==> src/rtl/rf_access_arbiter_if.sv <==
// Bundle of the two requester ports and the register file pins around rf_access_arbiter.
// slave is the arbiter's view; master is the view of the requesters plus the register file.
interface rf_access_arbiter_if #(
  parameter int DATA_WIDTH = 8,
  parameter int ADDR_WIDTH = 4
);
  logic                  req0, req1;
  logic                  we0, we1;
  logic [ADDR_WIDTH-1:0] addr0, addr1;
  logic [DATA_WIDTH-1:0] wdata0, wdata1;
  logic                  gnt0, gnt1;
  logic                  ack0, ack1;
  logic [DATA_WIDTH-1:0] rdata0, rdata1;
  logic                  err;
  logic                  busy;
  logic                  rf_wr_en, rf_rd_en;
  logic [ADDR_WIDTH-1:0] rf_addr;
  logic [DATA_WIDTH-1:0] rf_wr_data;
  logic [DATA_WIDTH-1:0] rf_rd_data;
  logic                  rf_rd_valid;

  modport slave (
    input  req0, req1, we0, we1, addr0, addr1, wdata0, wdata1, rf_rd_data, rf_rd_valid,
    output gnt0, gnt1, ack0, ack1, rdata0, rdata1, err, busy,
           rf_wr_en, rf_rd_en, rf_addr, rf_wr_data
  );

  modport master (
    output req0, req1, we0, we1, addr0, addr1, wdata0, wdata1, rf_rd_data, rf_rd_valid,
    input  gnt0, gnt1, ack0, ack1, rdata0, rdata1, err, busy,
           rf_wr_en, rf_rd_en, rf_addr, rf_wr_data
  );
endinterface

==> src/rtl/rf_access_arbiter.sv <==
// Round-robin single-port register file arbiter: gnt/strobe 1 cycle after req, write ack at 2, read ack 1 after rf_rd_valid.
// Requests wait (held high) while busy; optional read timeout with err pulse when RF_ARB_TIMEOUT_EN is defined.
module rf_access_arbiter #(
  parameter int DATA_WIDTH = 8,
  parameter int ADDR_WIDTH = 4,
  parameter int TIMEOUT    = 15
) (
  input logic                CLK,
  input logic                RST,
  rf_access_arbiter_if.slave bus
);

  if (TIMEOUT < 1 || TIMEOUT > 255) begin : g_timeout_range
    $error("rf_access_arbiter: TIMEOUT must be within 1..255");
  end

  typedef enum logic [1:0] {
    IDLE    = 2'd0,
    WR_DONE = 2'd1,
    RD_WAIT = 2'd2
  } state_t;

  state_t                state_q, state_d;
  logic                  last_q, last_d;
  logic                  owner_q, owner_d;
  logic                  gnt0_q, gnt0_d, gnt1_q, gnt1_d;
  logic                  ack0_q, ack0_d, ack1_q, ack1_d;
  logic [DATA_WIDTH-1:0] rdata0_q, rdata0_d, rdata1_q, rdata1_d;
  logic                  rf_wr_en_q, rf_wr_en_d, rf_rd_en_q, rf_rd_en_d;
  logic [ADDR_WIDTH-1:0] rf_addr_q, rf_addr_d;
  logic [DATA_WIDTH-1:0] rf_wr_data_q, rf_wr_data_d;
  logic                  busy_q, busy_d;
  logic                  done;

  logic                  win_vld, win_idx, win_we;
  logic [ADDR_WIDTH-1:0] win_addr;
  logic [DATA_WIDTH-1:0] win_wdata;

`ifdef RF_ARB_TIMEOUT_EN
  logic [7:0] cnt_q, cnt_d;
  logic       err_q, err_d;
`endif

  // On contention the requester that did not win last time goes first.
  assign win_vld   = bus.req0 | bus.req1;
  assign win_idx   = (bus.req0 & bus.req1) ? ~last_q : bus.req1;
  assign win_we    = win_idx ? bus.we1    : bus.we0;
  assign win_addr  = win_idx ? bus.addr1  : bus.addr0;
  assign win_wdata = win_idx ? bus.wdata1 : bus.wdata0;

  always_comb begin
    state_d      = state_q;
    last_d       = last_q;
    owner_d      = owner_q;
    rdata0_d     = rdata0_q;
    rdata1_d     = rdata1_q;
    rf_addr_d    = rf_addr_q;
    rf_wr_data_d = rf_wr_data_q;
    gnt0_d       = 1'b0;
    gnt1_d       = 1'b0;
    rf_wr_en_d   = 1'b0;
    rf_rd_en_d   = 1'b0;
    done         = 1'b0;
`ifdef RF_ARB_TIMEOUT_EN
    cnt_d        = cnt_q;
    err_d        = 1'b0;
`endif

    case (state_q)
      IDLE: begin
        if (win_vld) begin
          last_d    = win_idx;
          owner_d   = win_idx;
          gnt0_d    = ~win_idx;
          gnt1_d    = win_idx;
          rf_addr_d = win_addr;
          if (win_we) begin
            rf_wr_data_d = win_wdata;
            rf_wr_en_d   = 1'b1;
            state_d      = WR_DONE;
          end else begin
            rf_rd_en_d = 1'b1;
`ifdef RF_ARB_TIMEOUT_EN
            cnt_d      = '0;
`endif
            state_d    = RD_WAIT;
          end
        end
      end
      WR_DONE: begin
        done    = 1'b1;
        state_d = IDLE;
      end
      RD_WAIT: begin
        // Returned data wins over a timeout landing on the same cycle.
        if (bus.rf_rd_valid) begin
          if (owner_q) rdata1_d = bus.rf_rd_data;
          else         rdata0_d = bus.rf_rd_data;
          done    = 1'b1;
          state_d = IDLE;
        end
`ifdef RF_ARB_TIMEOUT_EN
        else if (cnt_q == 8'(TIMEOUT)) begin
          if (owner_q) rdata1_d = '0;
          else         rdata0_d = '0;
          err_d   = 1'b1;
          done    = 1'b1;
          state_d = IDLE;
        end else begin
          cnt_d = cnt_q + 8'd1;
        end
`endif
      end
      default: state_d = IDLE;
    endcase

    ack0_d = done & ~owner_q;
    ack1_d = done & owner_q;
    // busy spans grant through the completion pulse.
    busy_d = (state_d != IDLE) | done;
  end

  always_ff @(posedge CLK or negedge RST) begin
    if (!RST) begin
      state_q      <= IDLE;
      last_q       <= 1'b1;
      owner_q      <= 1'b0;
      gnt0_q       <= 1'b0;
      gnt1_q       <= 1'b0;
      ack0_q       <= 1'b0;
      ack1_q       <= 1'b0;
      rdata0_q     <= '0;
      rdata1_q     <= '0;
      rf_wr_en_q   <= 1'b0;
      rf_rd_en_q   <= 1'b0;
      rf_addr_q    <= '0;
      rf_wr_data_q <= '0;
      busy_q       <= 1'b0;
    end else begin
      state_q      <= state_d;
      last_q       <= last_d;
      owner_q      <= owner_d;
      gnt0_q       <= gnt0_d;
      gnt1_q       <= gnt1_d;
      ack0_q       <= ack0_d;
      ack1_q       <= ack1_d;
      rdata0_q     <= rdata0_d;
      rdata1_q     <= rdata1_d;
      rf_wr_en_q   <= rf_wr_en_d;
      rf_rd_en_q   <= rf_rd_en_d;
      rf_addr_q    <= rf_addr_d;
      rf_wr_data_q <= rf_wr_data_d;
      busy_q       <= busy_d;
    end
  end

`ifdef RF_ARB_TIMEOUT_EN
  always_ff @(posedge CLK or negedge RST) begin
    if (!RST) begin
      cnt_q <= '0;
      err_q <= 1'b0;
    end else begin
      cnt_q <= cnt_d;
      err_q <= err_d;
    end
  end

  assign bus.err = err_q;
`else
  assign bus.err = 1'b0;
`endif

  assign bus.gnt0       = gnt0_q;
  assign bus.gnt1       = gnt1_q;
  assign bus.ack0       = ack0_q;
  assign bus.ack1       = ack1_q;
  assign bus.rdata0     = rdata0_q;
  assign bus.rdata1     = rdata1_q;
  assign bus.rf_wr_en   = rf_wr_en_q;
  assign bus.rf_rd_en   = rf_rd_en_q;
  assign bus.rf_addr    = rf_addr_q;
  assign bus.rf_wr_data = rf_wr_data_q;
  assign bus.busy       = busy_q;

endmodule

==> src/flat_wrapper.sv <==
// flat-port wrapper written by rule: the top's interface ports become plain ports
module rf_access_arbiter_flat 
#(
  parameter int DATA_WIDTH = 8,
  parameter int ADDR_WIDTH = 4,
  parameter int TIMEOUT    = 15
)
  (CLK, RST, bus_req0, bus_req1, bus_we0, bus_we1, bus_addr0, bus_addr1, bus_wdata0, bus_wdata1, bus_rf_rd_data, bus_rf_rd_valid, bus_gnt0, bus_gnt1, bus_ack0, bus_ack1, bus_rdata0, bus_rdata1, bus_err, bus_busy, bus_rf_wr_en, bus_rf_rd_en, bus_rf_addr, bus_rf_wr_data);
  rf_access_arbiter_if #(.DATA_WIDTH(DATA_WIDTH), .ADDR_WIDTH(ADDR_WIDTH)) bus_i ();
  input logic CLK;
  input logic RST;
  input wire logic [$bits(bus_i.req0)-1:0] bus_req0;
  input wire logic [$bits(bus_i.req1)-1:0] bus_req1;
  input wire logic [$bits(bus_i.we0)-1:0] bus_we0;
  input wire logic [$bits(bus_i.we1)-1:0] bus_we1;
  input wire logic [$bits(bus_i.addr0)-1:0] bus_addr0;
  input wire logic [$bits(bus_i.addr1)-1:0] bus_addr1;
  input wire logic [$bits(bus_i.wdata0)-1:0] bus_wdata0;
  input wire logic [$bits(bus_i.wdata1)-1:0] bus_wdata1;
  input wire logic [$bits(bus_i.rf_rd_data)-1:0] bus_rf_rd_data;
  input wire logic [$bits(bus_i.rf_rd_valid)-1:0] bus_rf_rd_valid;
  output wire logic [$bits(bus_i.gnt0)-1:0] bus_gnt0;
  output wire logic [$bits(bus_i.gnt1)-1:0] bus_gnt1;
  output wire logic [$bits(bus_i.ack0)-1:0] bus_ack0;
  output wire logic [$bits(bus_i.ack1)-1:0] bus_ack1;
  output wire logic [$bits(bus_i.rdata0)-1:0] bus_rdata0;
  output wire logic [$bits(bus_i.rdata1)-1:0] bus_rdata1;
  output wire logic [$bits(bus_i.err)-1:0] bus_err;
  output wire logic [$bits(bus_i.busy)-1:0] bus_busy;
  output wire logic [$bits(bus_i.rf_wr_en)-1:0] bus_rf_wr_en;
  output wire logic [$bits(bus_i.rf_rd_en)-1:0] bus_rf_rd_en;
  output wire logic [$bits(bus_i.rf_addr)-1:0] bus_rf_addr;
  output wire logic [$bits(bus_i.rf_wr_data)-1:0] bus_rf_wr_data;
  assign bus_i.req0 = bus_req0;
  assign bus_i.req1 = bus_req1;
  assign bus_i.we0 = bus_we0;
  assign bus_i.we1 = bus_we1;
  assign bus_i.addr0 = bus_addr0;
  assign bus_i.addr1 = bus_addr1;
  assign bus_i.wdata0 = bus_wdata0;
  assign bus_i.wdata1 = bus_wdata1;
  assign bus_i.rf_rd_data = bus_rf_rd_data;
  assign bus_i.rf_rd_valid = bus_rf_rd_valid;
  assign bus_gnt0 = bus_i.gnt0;
  assign bus_gnt1 = bus_i.gnt1;
  assign bus_ack0 = bus_i.ack0;
  assign bus_ack1 = bus_i.ack1;
  assign bus_rdata0 = bus_i.rdata0;
  assign bus_rdata1 = bus_i.rdata1;
  assign bus_err = bus_i.err;
  assign bus_busy = bus_i.busy;
  assign bus_rf_wr_en = bus_i.rf_wr_en;
  assign bus_rf_rd_en = bus_i.rf_rd_en;
  assign bus_rf_addr = bus_i.rf_addr;
  assign bus_rf_wr_data = bus_i.rf_wr_data;
  rf_access_arbiter #(.DATA_WIDTH(DATA_WIDTH), .ADDR_WIDTH(ADDR_WIDTH), .TIMEOUT(TIMEOUT)) u_core (.CLK(CLK), .RST(RST), .bus(bus_i));
endmodule
==> config.mk <==
export PLATFORM = sky130hd
export DESIGN_NAME = rf_access_arbiter_flat
export DESIGN_NICKNAME = d
export VERILOG_FILES = /design/src/rtl/rf_access_arbiter_if.sv /design/src/rtl/rf_access_arbiter.sv /design/src/flat_wrapper.sv
export SDC_FILE = /design/constraint.sdc
export NUM_CORES = 1
export LEC_CHECK = 0
export BUFFER_PORTS_ARGS = -buffer_cell sky130_fd_sc_hd__buf_2
export CAP_MARGIN = 0
export CELL_PAD_IN_SITES_DETAIL_PLACEMENT = 1
export CELL_PAD_IN_SITES_GLOBAL_PLACEMENT = 1
export CORE_MARGIN = 8
export CORE_UTILIZATION = 25
export DETAILED_ROUTE_END_ITERATION = 7
export GPL_TIMING_DRIVEN = 1
export HOLD_SLACK_MARGIN = 0.05
export PLACE_DENSITY = 0.59
export SYNTH_ARGS = -nofsm -noshare
export SYNTH_HDL_FRONTEND = slang
export SYNTH_SLANG_ARGS = --single-unit
export TNS_END_PERCENT = 30
==> constraint.sdc <==
create_clock -name CLK -period 2.43 [get_ports CLK]
set_input_delay 0.3645 -clock CLK [delete_from_list [all_inputs] [get_ports CLK]]
set_output_delay 0.3645 -clock CLK [all_outputs]
set_load 0.02 [all_outputs]
==> results.md, run 1 <==
* Run status: finished, final reports clean
* Arrival @ worst endpoint at 2160 ps
* Fin area at 2200 µm²
* Drt total wl at 4190 µm
* Clock-pin transition on the worst setup and hold timing paths at 70 ps
* Top-area cell type share of the netlist area at 0.568
* Worst VDD drop at 0.000394 V
* Min Tclk post-route at 1990 ps
* Pins Over Slew Limit at 0
* # setup viols final at 0
* ANT cells at 0
* Hold-fix buffers, CTS at 0
* Maximum fanout along the worst path at 10
* GRT Overall Usage at 0.0926
* Synth Instances at 119
* RSZ-0062 raised after global routing: no
* Mean Syn Cell Area at 14.1 µm²
* Pwr Density at 1320 nW/µm²
* DIE AREA at 9570 µm²
* Pleak at 1.10 nW
* Initial core utilization at 0.252
* Register area share after synthesis at 0.584
* Worst Hold Class: in2async
* H-tree depth at 2
* Slew HR at 0.432
* Post-synth net total at 161
* Final Skew at 2.97 ps
* CTS Buffer Depth at 2
* Synth Warn # at 0
* CTS Root Cell: clkbuf_8
* I/O pins at 75
* Worst hold slack at 191 ps
* Post-synth ARST share at 1.00
* Fraction of layout cells with a size suffix above 1 at 0.595
* TritonCTS Sinks at 39
* Via density at 4.37
* Layout Utilization at 0.331
* Setup TNS at 0 ps
* Synth unique cells at 27
* Final ANT Viol Nets at 0
* Final hold violation count at 0
* Critical Path End Type: register
* Number of max-cap violations at 0
* Die span in y at 97.8 µm
* Achievable frequency at 502 MHz
* Global placer's final weighted congestion at 0.692
* Post-CTS Resized at 0
* DR WL/cell at 15.2 µm
* EDFF count, synth at 0
* PortBufs at 73
* Postcts setup bufs at 0
* Fin cells at 275
* Mapped Area at 1670 µm²
* Number of global-route vias before repair at 1445
* Horiz. Die Dim at 97.8 µm
* CTS tree: done
* Placed Cells at 268
* Slew @ Worst Pin at 852 ps
* Crit share post-route at 0.819
* Worst Path Class, Setup: reg2reg
* Clk_lat worst skew at 280 ps
* P&R area growth vs syn at 31.4%
* Largest net degree at the start of global routing at 40
* Antenna violations before repair at 0
* Layout Nets at 237
* Row count at 30
* Core Area at 6640 µm²
* Synth Register Bits at 39
* Area leader, netlist: dfrtp_1
* Main flop type after synthesis: dfrtp_1
* Drt first pass iters at 4
* Top cells by area, synth: dfrtp_1 57%, mux2_2 22%, and2_1 2.6%
* Initial DRC Count at 50
* # DRC at 0
* Vias at 1202
* TritonCTS Buffers at 5
* Crit path launch type: register
* Total grt overflow at 0
* Final HPWL DP at 3310 µm
* First-pass GRT wire length at 7250 µm
* Worst path required time at 2600 ps
* Placed cell areas at 2110 µm²
==> worst max-delay path: stages (launching register included) <==
cell and delay, ps:
dfrtp_1 410, inv_1 90, ha_1 340, nand2_1 150, o32ai_4 490, mux2_2 400
==> layer usage <==
layer / part of all wire / vias up / track usage
met5: 0 / - / 0
met4: 0.012 / 0 / 0.0360
met3: 0.084 / 5 / 0.0420
met2: 0.48 / 42 / 0.151
met1: 0.42 / 587 / 0.103
li1: - / 568 / -
==> synthesized netlist by cell type (2+ instances only) <==
master   count
nor2_1       5
mux2_2      32
dfrtp_1     38
and2_1       7
inv_1        4
a221o_1      4
ha_1         3
a21o_1       2
o21ai_0      2
a21oi_1      2
nand2_1      4
==> final timing paths <==
path                                             startpoint                                   end  slack [ps]  cells after the start
worst min-delay path                                    RST      u_core.bus.rdata0[1]$_DFFE_PN0P_         190                      1
max in group asynchronous                               RST            u_core.owner_q$_DFFE_PN0P_        1710                      1
worst min register to register   u_core.owner_q$_DFFE_PN0P_             u_core.bus.ack0$_DFF_PN0_         490                      1
worst max register to register  u_core.state_q[0]$_DFF_PN0_  u_core.bus.rf_wr_data[7]$_DFFE_PN0P_         440                      5
min in group CLK                               bus_addr1[2]     u_core.bus.rf_addr[2]$_DFFE_PN0P_         320                      2
worst max-delay path            u_core.state_q[0]$_DFF_PN0_  u_core.bus.rf_wr_data[7]$_DFFE_PN0P_         440                      5
==> flip-flops by register name, summed over array words and instances (netlist names) <==
register               cells
u_core.bus.busy            1
u_core.bus.ack1            1
u_core.bus.rf_addr         4
u_core.bus.ack0            1
u_core.bus.rdata0          8
u_core.bus.rdata1          8
u_core.bus.rf_wr_en        1
u_core.last_q              1
u_core.bus.rf_rd_en        1
u_core.state_q             2
u_core.bus.gnt0            1
u_core.bus.rf_wr_data      8
u_core.bus.gnt1            1
u_core.owner_q             1
==> through the flow <==
stage | total power [mW] | setup slack (ps)
floorplan | 2.03 | 712
global placement | 2.50 | 504
detailed placement | 2.52 | 423
CTS | 2.97 | 425
global route | 3.13 | 312
finish | 2.91 | 440
==> where the power goes <==
group | switching [mW] | internal [mW]
Combinational | 0.781 | 0.566
Sequential | 0.159 | 0.967
Clock | 0.212 | 0.223
Total | 1.15 | 1.76
==> final cells by class <==
type | instances | area [µm²]
Multi-Input combinational cell | 72 | 654
Inverter | 4 | 15.0
Clock inverter | 1 | 5.00
Fill cell | 745 | 4440
Tap cell | 80 | 100
Timing Repair Buffer | 73 | 365
Sequential cell | 39 | 977
Clock buffer | 6 | 82.6
==> cells in the final DEF (no fill, tap or decap), drive strengths merged <==
master	count
clkinv	1
a21o	3
conb	1
o211ai	1
a221o	4
a21bo	1
buf	73
mux2	32
a31oi	1
clkbuf	6
nor2b	2
a21boi	1
a21oi	2
a22o	1
o32ai	2
ha	3
dfstp	1
o21ai	2
nand2	4
inv	4
and2	7
dfrtp	38
nor2	5
==> cells by family (layout without fill, tap and decap cells) <==
group,count (synthesis),in the layout,synth area share
simple gates,18,18,0.0553
other cells,1,1,0.00224
compound gates,18,18,0.0957
mux,32,32,0.215
buf+inv,8,84,0.0254
fa+ha+maj,3,3,0.0224
flops,39,39,0.584
(Power assumes the default switching activity.)
==> run 2: changes to the inputs <==
- PLACE_DENSITY: 0.59 -> 0.62
- clock period: 2.43 -> 1.83 ns (I/O delays scaled with it)
==> results.md, run 2 (synthesis results as in run 1) <==
* Run status: finished, final reports clean
* Initial DRC Count at 27
* Min Tclk post-route at 1730 ps
* Fraction of layout cells with a size suffix above 1 at 0.620
* Drt first pass iters at 4
* Die span in y at 97.8 µm
* Via density at 4.30
* TritonCTS Sinks at 39
* Final HPWL DP at 3410 µm
* Worst VDD drop at 0.000466 V
* Final ANT Viol Nets at 0
* Slew HR at 0.663
* Arrival @ worst endpoint at 1900 ps
* Number of max-cap violations at 0
* R2R cell count at 5
* Achievable frequency at 579 MHz
* RSZ-0062 raised after global routing: no
* Crit path launch type: register
* Pwr Density at 1790 nW/µm²
* Worst R2R End: u_core.bus.rf_wr_data[2]$_DFFE_PN0P_
* First-pass GRT wire length at 7200 µm
* Drt total wl at 4400 µm
* # setup viols final at 0
* Crit share post-route at 0.943
* Antenna violations before repair at 0
* DIE AREA at 9570 µm²
* Commonest non-fill, non-tap cells in the layout: 73 x buf_2, 38 x dfrtp_1, 32 x mux2_2
* GRT Overall Usage at 0.0946
* Final Skew at 10.2 ps
* Commonest non-fill, non-tap cell in the layout: buf_2
* Layout Nets at 246
* Vias at 1226
* P&R area growth vs syn at 41.0%
* Initial core utilization at 0.252
* I/O pins at 75
* Slew @ Worst Pin at 501 ps
* Critical Path End Type: register
* Placed Cells at 275
* DR WL/cell at 15.4 µm
* Fin cells at 285
* Worst Path Class, Setup: reg2reg
* CTS Buffer Depth at 2
* Total grt overflow at 0
* Pins Over Slew Limit at 0
* CTS tree: done
* ANT cells at 0
* Hold depth at 2
* Postcts setup bufs at 0
* # DRC at 0
* PortBufs at 73
* H-tree depth at 2
* Number of global-route vias before repair at 1455
* Worst path required time at 2000 ps
* Worst Hold Class: in2reg
* Reg2Reg Launch Point: u_core.state_q[1]$_DFF_PN0_
* Maximum fanout along the worst path at 5
* Core Area at 6640 µm²
* Hold EP: u_core.last_q$_DFFE_PN1P_
* Setup TNS at 0 ps
* CTS Root Cell: clkbuf_8
* Fin worst setup slack at 104 ps
* Row count at 30
* Hold_sp: bus_req0
* Worst slack, placed at 53.9 ps
* Clk_lat worst skew at 290 ps
* R2R Setup Slk at 100 ps
* Largest net degree at the start of global routing at 40
* Final hold violation count at 0
* Horiz. Die Dim at 97.8 µm
* Global placer's final weighted congestion at 0.721
* TritonCTS Buffers at 5
* Clock-pin transition on the worst setup and hold timing paths at 80 ps
* Pleak at 1.17 nW
## run 2: timing repair
action	4_1_cts	5_1_grt
hold buffers	1	0
endpoints found under the hold margin	8	0
gates resized for setup	0	3
endpoints found under the setup margin	0	8
## run 2: power by group
group          switching, mW  internal [mW]  total [mW]
Clock                  0.296          0.441       0.737
Combinational           1.11          0.906        2.02
Sequential             0.199           1.28        1.48
## run 2: stage by stage
step	area [µm²]	utilization	hold WS (ps)	power, mW
finish	2360	0.355	212	4.24
global route	2360	0.355	215	4.52
detailed placement	2200	0.331	371	3.50
floorplan	1670	-	-21.1	2.70
CTS	2330	0.351	204	4.26
global placement	2200	0.331	365	3.48
## run 2: how the worst max path moves through the flow
stage | start | slack (ps) | depth (start not counted) | to
2_1_floorplan | u_core.state_q[0]$_DFF_PN0_ | 110 | 6 | u_core.bus.rf_wr_data[0]$_DFFE_PN0P_
3_3_place_gp | u_core.state_q[0]$_DFF_PN0_ | 100 | 5 | u_core.bus.rf_wr_data[4]$_DFFE_PN0P_
3_5_place_dp | u_core.state_q[1]$_DFF_PN0_ | 50 | 5 | u_core.bus.rf_wr_data[2]$_DFFE_PN0P_
4_1_cts | u_core.state_q[1]$_DFF_PN0_ | 50 | 5 | u_core.bus.rf_wr_data[2]$_DFFE_PN0P_
5_1_grt | u_core.state_q[0]$_DFF_PN0_ | 20 | 5 | u_core.bus.rf_wr_data[1]$_DFFE_PN0P_
6_report | u_core.state_q[1]$_DFF_PN0_ | 100 | 5 | u_core.bus.rf_wr_data[2]$_DFFE_PN0P_
## run 2: final cells by class
class / count / area (µm²)
sequential: 39 / 977
clock buffer: 6 / 82.6
timing repair buffer: 81 / 465
tap: 80 / 100
inverter: 4 / 15.0
multi-input combinational: 73 / 684
fill: 737 / 4280
clock inverter: 2 / 35.0
## run 2: routing by layer
metal,track usage,vias to the layer above,share of wire,wire [µm]
met3,0.0384,5,0.072,317
met5,0,-,0,0
li1,-,589,-,-
met1,0.109,591,0.44,1920
met2,0.150,41,0.48,2100
met4,0.0432,0,0.014,63
## run 2: worst max-delay path, cell delays in order, from the launching register on
cell     delay [ps]
dfrtp_1         390
inv_1            80
ha_1            230
nand2_2         120
o32ai_4         420
mux2_2          380
